--- src/rtl/sum_sq_feed.sv ---
// Computes a*a + b*b with one shared shift-add multiplier, then hands the
// result to the sqrt stage over its start/busy handshake.
module sum_sq_feed #(
  parameter  int W     = 8,
  localparam int OUT_W = 2*W+1
) (
  input  logic             clk_i,
  input  logic             rst_i,
  input  logic [W-1:0]     a_bi,
  input  logic [W-1:0]     b_bi,
  input  logic             start_i,
  output logic             busy_o,
  output logic [OUT_W-1:0] y_bo,
  output logic             sq_start_o,
  input  logic             sq_busy_i
);

  localparam int CNT_W = (W > 1) ? $clog2(W) : 1;

  typedef enum logic [1:0] {IDLE, MUL_A, MUL_B, SEND} state_t;

  state_t           state;
  logic [W-1:0]     opa;
  logic [W-1:0]     opb;
  logic [W-1:0]     mult_op;
  logic [CNT_W-1:0] cnt;
  logic [OUT_W-1:0] acc;
  logic [OUT_W-1:0] pp;
  logic [OUT_W-1:0] acc_next;
  logic             last;

  // Both squaring phases share one adder; the phase picks which operand is squared.
  // NOTE: combinational logic uses blocking assignments and gives every output a
  // value on every path, so no latch is inferred.
  always_comb begin
    mult_op  = (state == MUL_A) ? opa : opb;
    pp       = mult_op[cnt] ? (OUT_W'(mult_op) << cnt) : '0;
    acc_next = acc + pp;
    last     = (cnt == CNT_W'(W-1));
  end

  // NOTE: all state is registered with non-blocking assignments so every
  // register samples pre-edge values regardless of statement order.
  always_ff @(posedge clk_i or negedge rst_i) begin
    if (!rst_i) begin
      state <= IDLE;
      opa   <= '0;
      opb   <= '0;
      acc   <= '0;
      cnt   <= '0;
      y_bo  <= '0;
    end else begin
      unique case (state)
        IDLE: begin
          if (start_i) begin
            opa   <= a_bi;
            opb   <= b_bi;
            acc   <= '0;
            cnt   <= '0;
            state <= MUL_A;
          end
        end
        MUL_A: begin
          acc <= acc_next;
          cnt <= cnt + CNT_W'(1);
          if (last) begin
            cnt   <= '0;
            state <= MUL_B;
          end
        end
        MUL_B: begin
          acc <= acc_next;
          cnt <= cnt + CNT_W'(1);
          if (last) begin
            cnt   <= '0;
            y_bo  <= acc_next;  // includes the final partial product
            state <= SEND;
          end
        end
        SEND: begin
          if (!sq_busy_i) state <= IDLE;
        end
        default: state <= IDLE;
      endcase
    end
  end

  assign busy_o     = (state != IDLE);
  assign sq_start_o = (state == SEND) && !sq_busy_i;

endmodule

--- config.mk ---
export PLATFORM = sky130hd
export DESIGN_NAME = sum_sq_feed
export DESIGN_NICKNAME = d
export VERILOG_FILES = /design/src/rtl/sum_sq_feed.sv
export SDC_FILE = /design/constraint.sdc
export NUM_CORES = 1
export LEC_CHECK = 0
export CORE_MARGIN = 5
export CORE_UTILIZATION = 57
export DETAILED_ROUTE_END_ITERATION = 10
export GPL_TIMING_DRIVEN = 0
export PLACE_DENSITY_LB_ADDON = 0.3
export SYNTH_ARGS = -nofsm -noshare
export SYNTH_HDL_FRONTEND = slang
export SYNTH_SLANG_ARGS = --single-unit
--- constraint.sdc ---
create_clock -name clk_i -period 4.6 [get_ports clk_i]
set_clock_uncertainty 0.1 [all_clocks]
set_input_delay 1.38 -clock clk_i [delete_from_list [all_inputs] [get_ports clk_i]]
set_output_delay 1.38 -clock clk_i [all_outputs]
set_load 0.01 [all_outputs]
==> flow_summary.toml, run 1 <==
[status]
outcome = "completed"

[synthesis]
synth_seq_cells = 55
synth_cell_types = 53
synth.avg_cell_area_um2 = 9.79
synth.net_count = 391
syn_area_um2 = 3420
ys_warn_count = 0
yosysSeqAreaShare_pct = 40.3
syn-instance-count = 349
ys.flop_type = "dfrtp_1"
async_reset_ff_share_pct = 100
synth_edf_count = 0

[die]
coreArea_um2 = 5890
die_y_um = 87.4
rows = 28
start_util_pct = 58.1
die_area_um2 = 7640
die_width_um = 87.4
ios = 39

[setup_path]
worstPathArrival_ps = 4110
critical_path_class = "flop to flop"
worstPathRequired_ps = 4700
start_kind = "flop"
cp-end-kind = "flop"
path_max_fanout = 10

[drt]
drc_errors = 0
dr.pass1.iters = 5
wl_um = 7530
vias = 2774
drtIter0Drc = 171
wl_per_cell_um = 16.0
drtAntennaViolNets = 0
via_per_inst = 5.89

[timing]
fin_tns_setup_ps = 0
setup_violations = 0
slew_violations = 0
finalWorstSetupSlack_ps = 592
period_needed_ps = 4010
fmax_mhz = 249
rsz0062_at_grt = "no"
hold_viol = 0
maxSlewHeadroom_pct = 59.5
finalCritPeriodShare_pct = 87.1
worst_slew_pin_slew_ps = 608

[global_routing]
grt_pass1_wl_um = 12900
grt_usage_pct = 21.4
grt_max_degree = 31
grt_pass1_vias = 2793
gr-total-overflow = 0
antenna_found_initial = 0

[finish]
antennaDiodeCount = 0
multi_input_area_um2 = 1930
fillers = 491
seq_area_um2 = 1380
design_area_um2 = 4010
finalNetCount = 437
area_growth_pct = 17.4
drive_above_1_share_pct = 12.4
fin_util_pct = 68.1

[pwr]
p_per_area_nw_per_um2 = 777
vdd_drop_max_v = 0.000413
design_power_total_mw = 3.11
static-leakage-power_nw = 1.79

[cts]
postCtsHoldBufs = 0
htreeDepth = 2
clk_pin_slew_ps = 100
clock_latency_ps = 310
cts_buffers = 5
root_buffer = "clkbuf_8"
post_cts_buffers = 0
cts_buffer_depth = 2
cts_num_sinks = 55
cts_repair_resize_count = 0
cts_tree = "yes"

[placement]
globalplace.congestion = 0.911
place_area_um2 = 3910
pre_cts_ws_ps = 637
place_hpwl_um = 5770
portBuffers = 38

[min_path]
hold_path.class = "flop to flop"

[run]
cap_violations = 0
## cell usage after synthesis (2+ instances only)
cell       n  share of area, %
nand3_1    8               1.2
nor2_1    23               2.5
a21oi_1   14               2.1
o22ai_1    3              0.55
nand2_1   56               6.2
a22o_1    11               2.8
inv_1      6              0.66
nor2_2     2              0.37
clkbuf_1  13               1.4
nor3_1     5              0.73
a22oi_1    2              0.44
a32o_1     2              0.59
or3_1      2              0.37
xnor2_1    7               1.8
o21ai_1    6              0.88
mux2i_1   10               2.9
a21o_1     6               1.3
nand4b_1   4               1.0
o21bai_1   2              0.44
buf_6      2              0.66
o211ai_1   3              0.66
nor2b_1    4              0.73
o21ai_0   11               1.6
buf_1      2              0.22
and2_1     6               1.1
nand4_1    3              0.55
ha_1      21               7.7
a31o_1     2              0.51
mux4_2     2               1.3
o31ai_1    4              0.88
mux2_2    27               8.9
xor2_1     4               1.0
dfrtp_1   55                40
nand2b_1   2              0.37
## metrics by stage
step | std cells | hold WS (ps)
detailed placement | 463 | 362
finish | 471 | 380
global placement | 462 | 357
global route | 471 | 410
floorplan | 349 | 356
CTS | 471 | 387
## placed cells by master (no fill, tap or decap), drive strengths merged, types with 7 or more instances in the layout
cell type	instances
a21oi	14
a22o	11
buf	7
clkbuf	20
clkdlybuf4s50	37
dfrtp	55
ha	21
mux2	27
mux2i	10
nand2	56
nand3	8
nor2	25
o21ai	17
xnor2	7
## registers in the layout, summed over array words and instances (netlist names)
name,count
acc,17
y_bo,17
cnt,3
state,2
opa,8
opb,8
## kinds of logic after synthesis
logic type | synth area share, %
mux | 13.1
flops | 40.3
fa+ha+maj | 8.28
buf+inv | 3.11
simple gates | 16.0
xor+xnor | 2.82
compound gates | 16.4
## layout make-up
cell class,instances,area share [%]
multi-input cells,270,48.2
inverters,6,0.562
clock buffers,7,2.40
well taps,75,2.34
repair buffers,39,9.86
plain buffers,18,2.09
clock inverters,1,0.187
flip-flops and latches,55,34.3
## power by group
group | internal (mW) | switching [mW]
logic | 0.883 | 1.14
registers | 0.682 | 0.109
clock network | 0.137 | 0.163
total | 1.70 | 1.41
## worst max-delay path, cell delays in order, from the launching register on
cell      delay [ps]
dfrtp_1          400
inv_1             90
ha_1             200
buf_6            150
mux2i_1          190
mux4_2           560
or2_1            250
nor2_1           240
ha_1             300
a211oi_2         220
nor2_1           110
o31ai_2          330
a21oi_1          140
or3_1            360
a32o_1           270
## final timing paths
| path | startpoint | endpoint | slack, ps | depth (start not counted) |
|---|---|---|---|---|
| min in group asynchronous | rst_i | y_bo[1]$_DFFE_PN0P_ | 960 | 1 |
| hold / removal | y_bo[6]$_DFFE_PN0P_ | y_bo[6]$_DFFE_PN0P_ | 380 | 2 |
| max in group asynchronous | rst_i | acc[16]$_DFFE_PN0P_ | 2860 | 2 |
| setup reg to reg | state[1]$_DFFE_PN0P_ | acc[13]$_DFFE_PN0P_ | 590 | 14 |
| setup / recovery | state[1]$_DFFE_PN0P_ | acc[13]$_DFFE_PN0P_ | 590 | 14 |
| hold reg to reg | y_bo[6]$_DFFE_PN0P_ | y_bo[6]$_DFFE_PN0P_ | 380 | 2 |
## metal layers
metal  vias up  track usage [%]  part of all wire (%)
li1       1353                -                     -
met1      1329             27.3                    43
met4         0             6.14                   1.5
met3        11             3.41                   5.6
met2        81             37.3                    50
met5         -                0                     0
Note: power is estimated with default switching activity, not from simulation.
==> run 2, diff against run 1 <==
--- a/config.mk
+++ b/config.mk
@@ -5,11 +5,12 @@
 export SDC_FILE = /design/constraint.sdc
 export NUM_CORES = 1
 export LEC_CHECK = 0
-export CORE_MARGIN = 5
+export CORE_MARGIN = 1.5
 export CORE_UTILIZATION = 57
 export DETAILED_ROUTE_END_ITERATION = 10
 export GPL_TIMING_DRIVEN = 0
 export PLACE_DENSITY_LB_ADDON = 0.3
+export SKIP_CTS_REPAIR_TIMING = 1
 export SYNTH_ARGS = -nofsm -noshare
 export SYNTH_HDL_FRONTEND = slang
 export SYNTH_SLANG_ARGS = --single-unit
==> flow_summary.toml, run 2 (synthesized netlist as in run 1, its figures left out) <==
[setup_path]
rr_endpoint = "acc[13]$_DFFE_PN0P_"
path_depth = 14
cp-end-kind = "flop"
path_max_fanout = 10
start_kind = "flop"
reg2reg_slack_ps = 600
cp-startpoint = "state[1]$_DFFE_PN0P_"
reg2reg_depth = 14
path_delay_family = "simple AND/OR/NAND/NOR gates"
worstPathRequired_ps = 4710
crit_buf_inv = 2
critPathCapture = "acc[13]$_DFFE_PN0P_"
cpPeakStageDelay_ps = 560
worstPathArrival_ps = 4110
cpMaxStageDelayCell = "mux4_2"
critical_path_class = "flop to flop"
rr_startpoint = "state[1]$_DFFE_PN0P_"
path_cells = "inv_1, ha_1, buf_6, mux2i_1, mux4_2, or2_1, nor2_1, ha_1, a211oi_2, nor2_1, o31ai_2, a21oi_1, or3_1, a32o_1"

[pwr]
switching_share_pct = 44.6
vdd_drop_max_v = 0.000399
comb_power_share_pct = 64.1
clkPwrFrac_pct = 10.8
static-leakage-power_nw = 1.80
seqPwrFrac_pct = 25.1
p_per_area_nw_per_um2 = 781
power.internal_mw = 1.74
design_power_total_mw = 3.14
net-switching-power_mw = 1.40

[finish]
final_common_cell = "nand2_1"
antennaDiodeCount = 0
layout_common_cells = "56 x nand2_1, 55 x dfrtp_1, 37 x clkdlybuf4s50_1, 27 x mux2_2, 23 x nor2_1"
fin_util_pct = 68.8
instances_no_fill = 471
drive_above_1_share_pct = 12.4
area_growth_pct = 17.8
reg_top3 = "acc (17), y_bo (17)"
finalNetCount = 437

[status]
outcome = "completed"

[cts]
cts_num_sinks = 55
cts_tree = "yes"
root_buffer = "clkbuf_8"
cts_buffers = 5
clk_pin_slew_ps = 100
clock_latency_ps = 310
htreeDepth = 2
cts_buffer_depth = 2

[drt]
wl_per_cell_um = 15.7
vias = 2746
wl_um = 7390
via_per_inst = 5.83
drtIter0Drc = 179
drc_errors = 0
dr.pass1.iters = 4
drtAntennaViolNets = 0

[min_path]
hold_path.class = "flop to flop"

[die]
die_y_um = 80.4
die_area_um2 = 6470
start_util_pct = 58.4
coreArea_um2 = 5850
rows = 28
ios = 39
die_width_um = 80.4

[placement]
post-place-cells = 463
globalplace.congestion = 0.903
place_hpwl_um = 5700
portBuffers = 38

[global_routing]
antenna_found_initial = 0
grt_max_degree = 33
gr-total-overflow = 0
grt_usage_pct = 24.7
grt_pass1_vias = 2613
grt_pass1_wl_um = 12200

[timing]
hold_viol = 0
fmax_mhz = 250
setup_violations = 0
maxSlewHeadroom_pct = 61.3
period_needed_ps = 4000
worst_slew_pin_slew_ps = 580
slew_violations = 0
fin_tns_setup_ps = 0
rsz0062_at_grt = "no"
finalCritPeriodShare_pct = 86.9
hold_slack_ps = 382

[run]
cap_violations = 0
==> run 2: power by group through the flow <==
| stage | logic (mW) | clock network [mW] | registers [mW] |
|---|---|---|---|
| after floorplan | 1.51 | 0 | 0.786 |
| after global placement | 1.93 | 0 | 0.791 |
| after detailed placement | 1.99 | 0 | 0.797 |
| after CTS | 2.01 | 0.342 | 0.789 |
| after global routing | 2.23 | 0.361 | 0.811 |
| final | 2.02 | 0.340 | 0.788 |
==> run 2: worst reg2reg max path, stage by stage, from the launching register on <==
cell,delay (ps)
dfrtp_1,400
inv_1,70
ha_1,190
buf_6,150
mux2i_1,190
mux4_2,560
or2_1,250
nor2_1,260
ha_1,320
a211oi_2,220
nor2_1,110
o31ai_2,300
a21oi_1,150
or3_1,360
a32o_1,270
==> run 2: layout make-up <==
class,count,area [um2]
repair buffers,39,395
clock buffers,6,82.6
inverters,6,22.5
clock inverters,2,35.0
well taps,75,93.8
plain buffers,18,83.8
multi-input cells,270,1930
fillers,465,1830
flip-flops and latches,55,1380
==> run 2: worst min path at each step <==
stage / start / to / slack (ps) / depth (start not counted)
after global routing: y_bo[7]$_DFFE_PN0P_ / y_bo[7]$_DFFE_PN0P_ / 420 / 2
after floorplan: acc[2]$_DFFE_PN0P_ / acc[2]$_DFFE_PN0P_ / 360 / 2
after CTS: y_bo[3]$_DFFE_PN0P_ / y_bo[3]$_DFFE_PN0P_ / 380 / 2
final: y_bo[3]$_DFFE_PN0P_ / y_bo[3]$_DFFE_PN0P_ / 380 / 2
after global placement: y_bo[5]$_DFFE_PN0P_ / y_bo[5]$_DFFE_PN0P_ / 360 / 2
after detailed placement: y_bo[3]$_DFFE_PN0P_ / y_bo[3]$_DFFE_PN0P_ / 360 / 2
==> run 2: layer usage <==
layer,share of wire [%],vias up,GRT usage (%)
met1,47,1328,33.3
met2,48,57,39.9
met4,1.7,0,8.62
met3,3.5,12,4.20
met5,0,-,0
li1,-,1349,-
==> run 2: metrics by stage <==
step / instance area [um2] / setup slack (ps)
6_report: 4020 / 602
5_1_grt: 4020 / 365
4_1_cts: 4020 / 608
3_5_place_dp: 3910 / 631
3_3_place_gp: 3890 / 364
2_1_floorplan: 3420 / 973
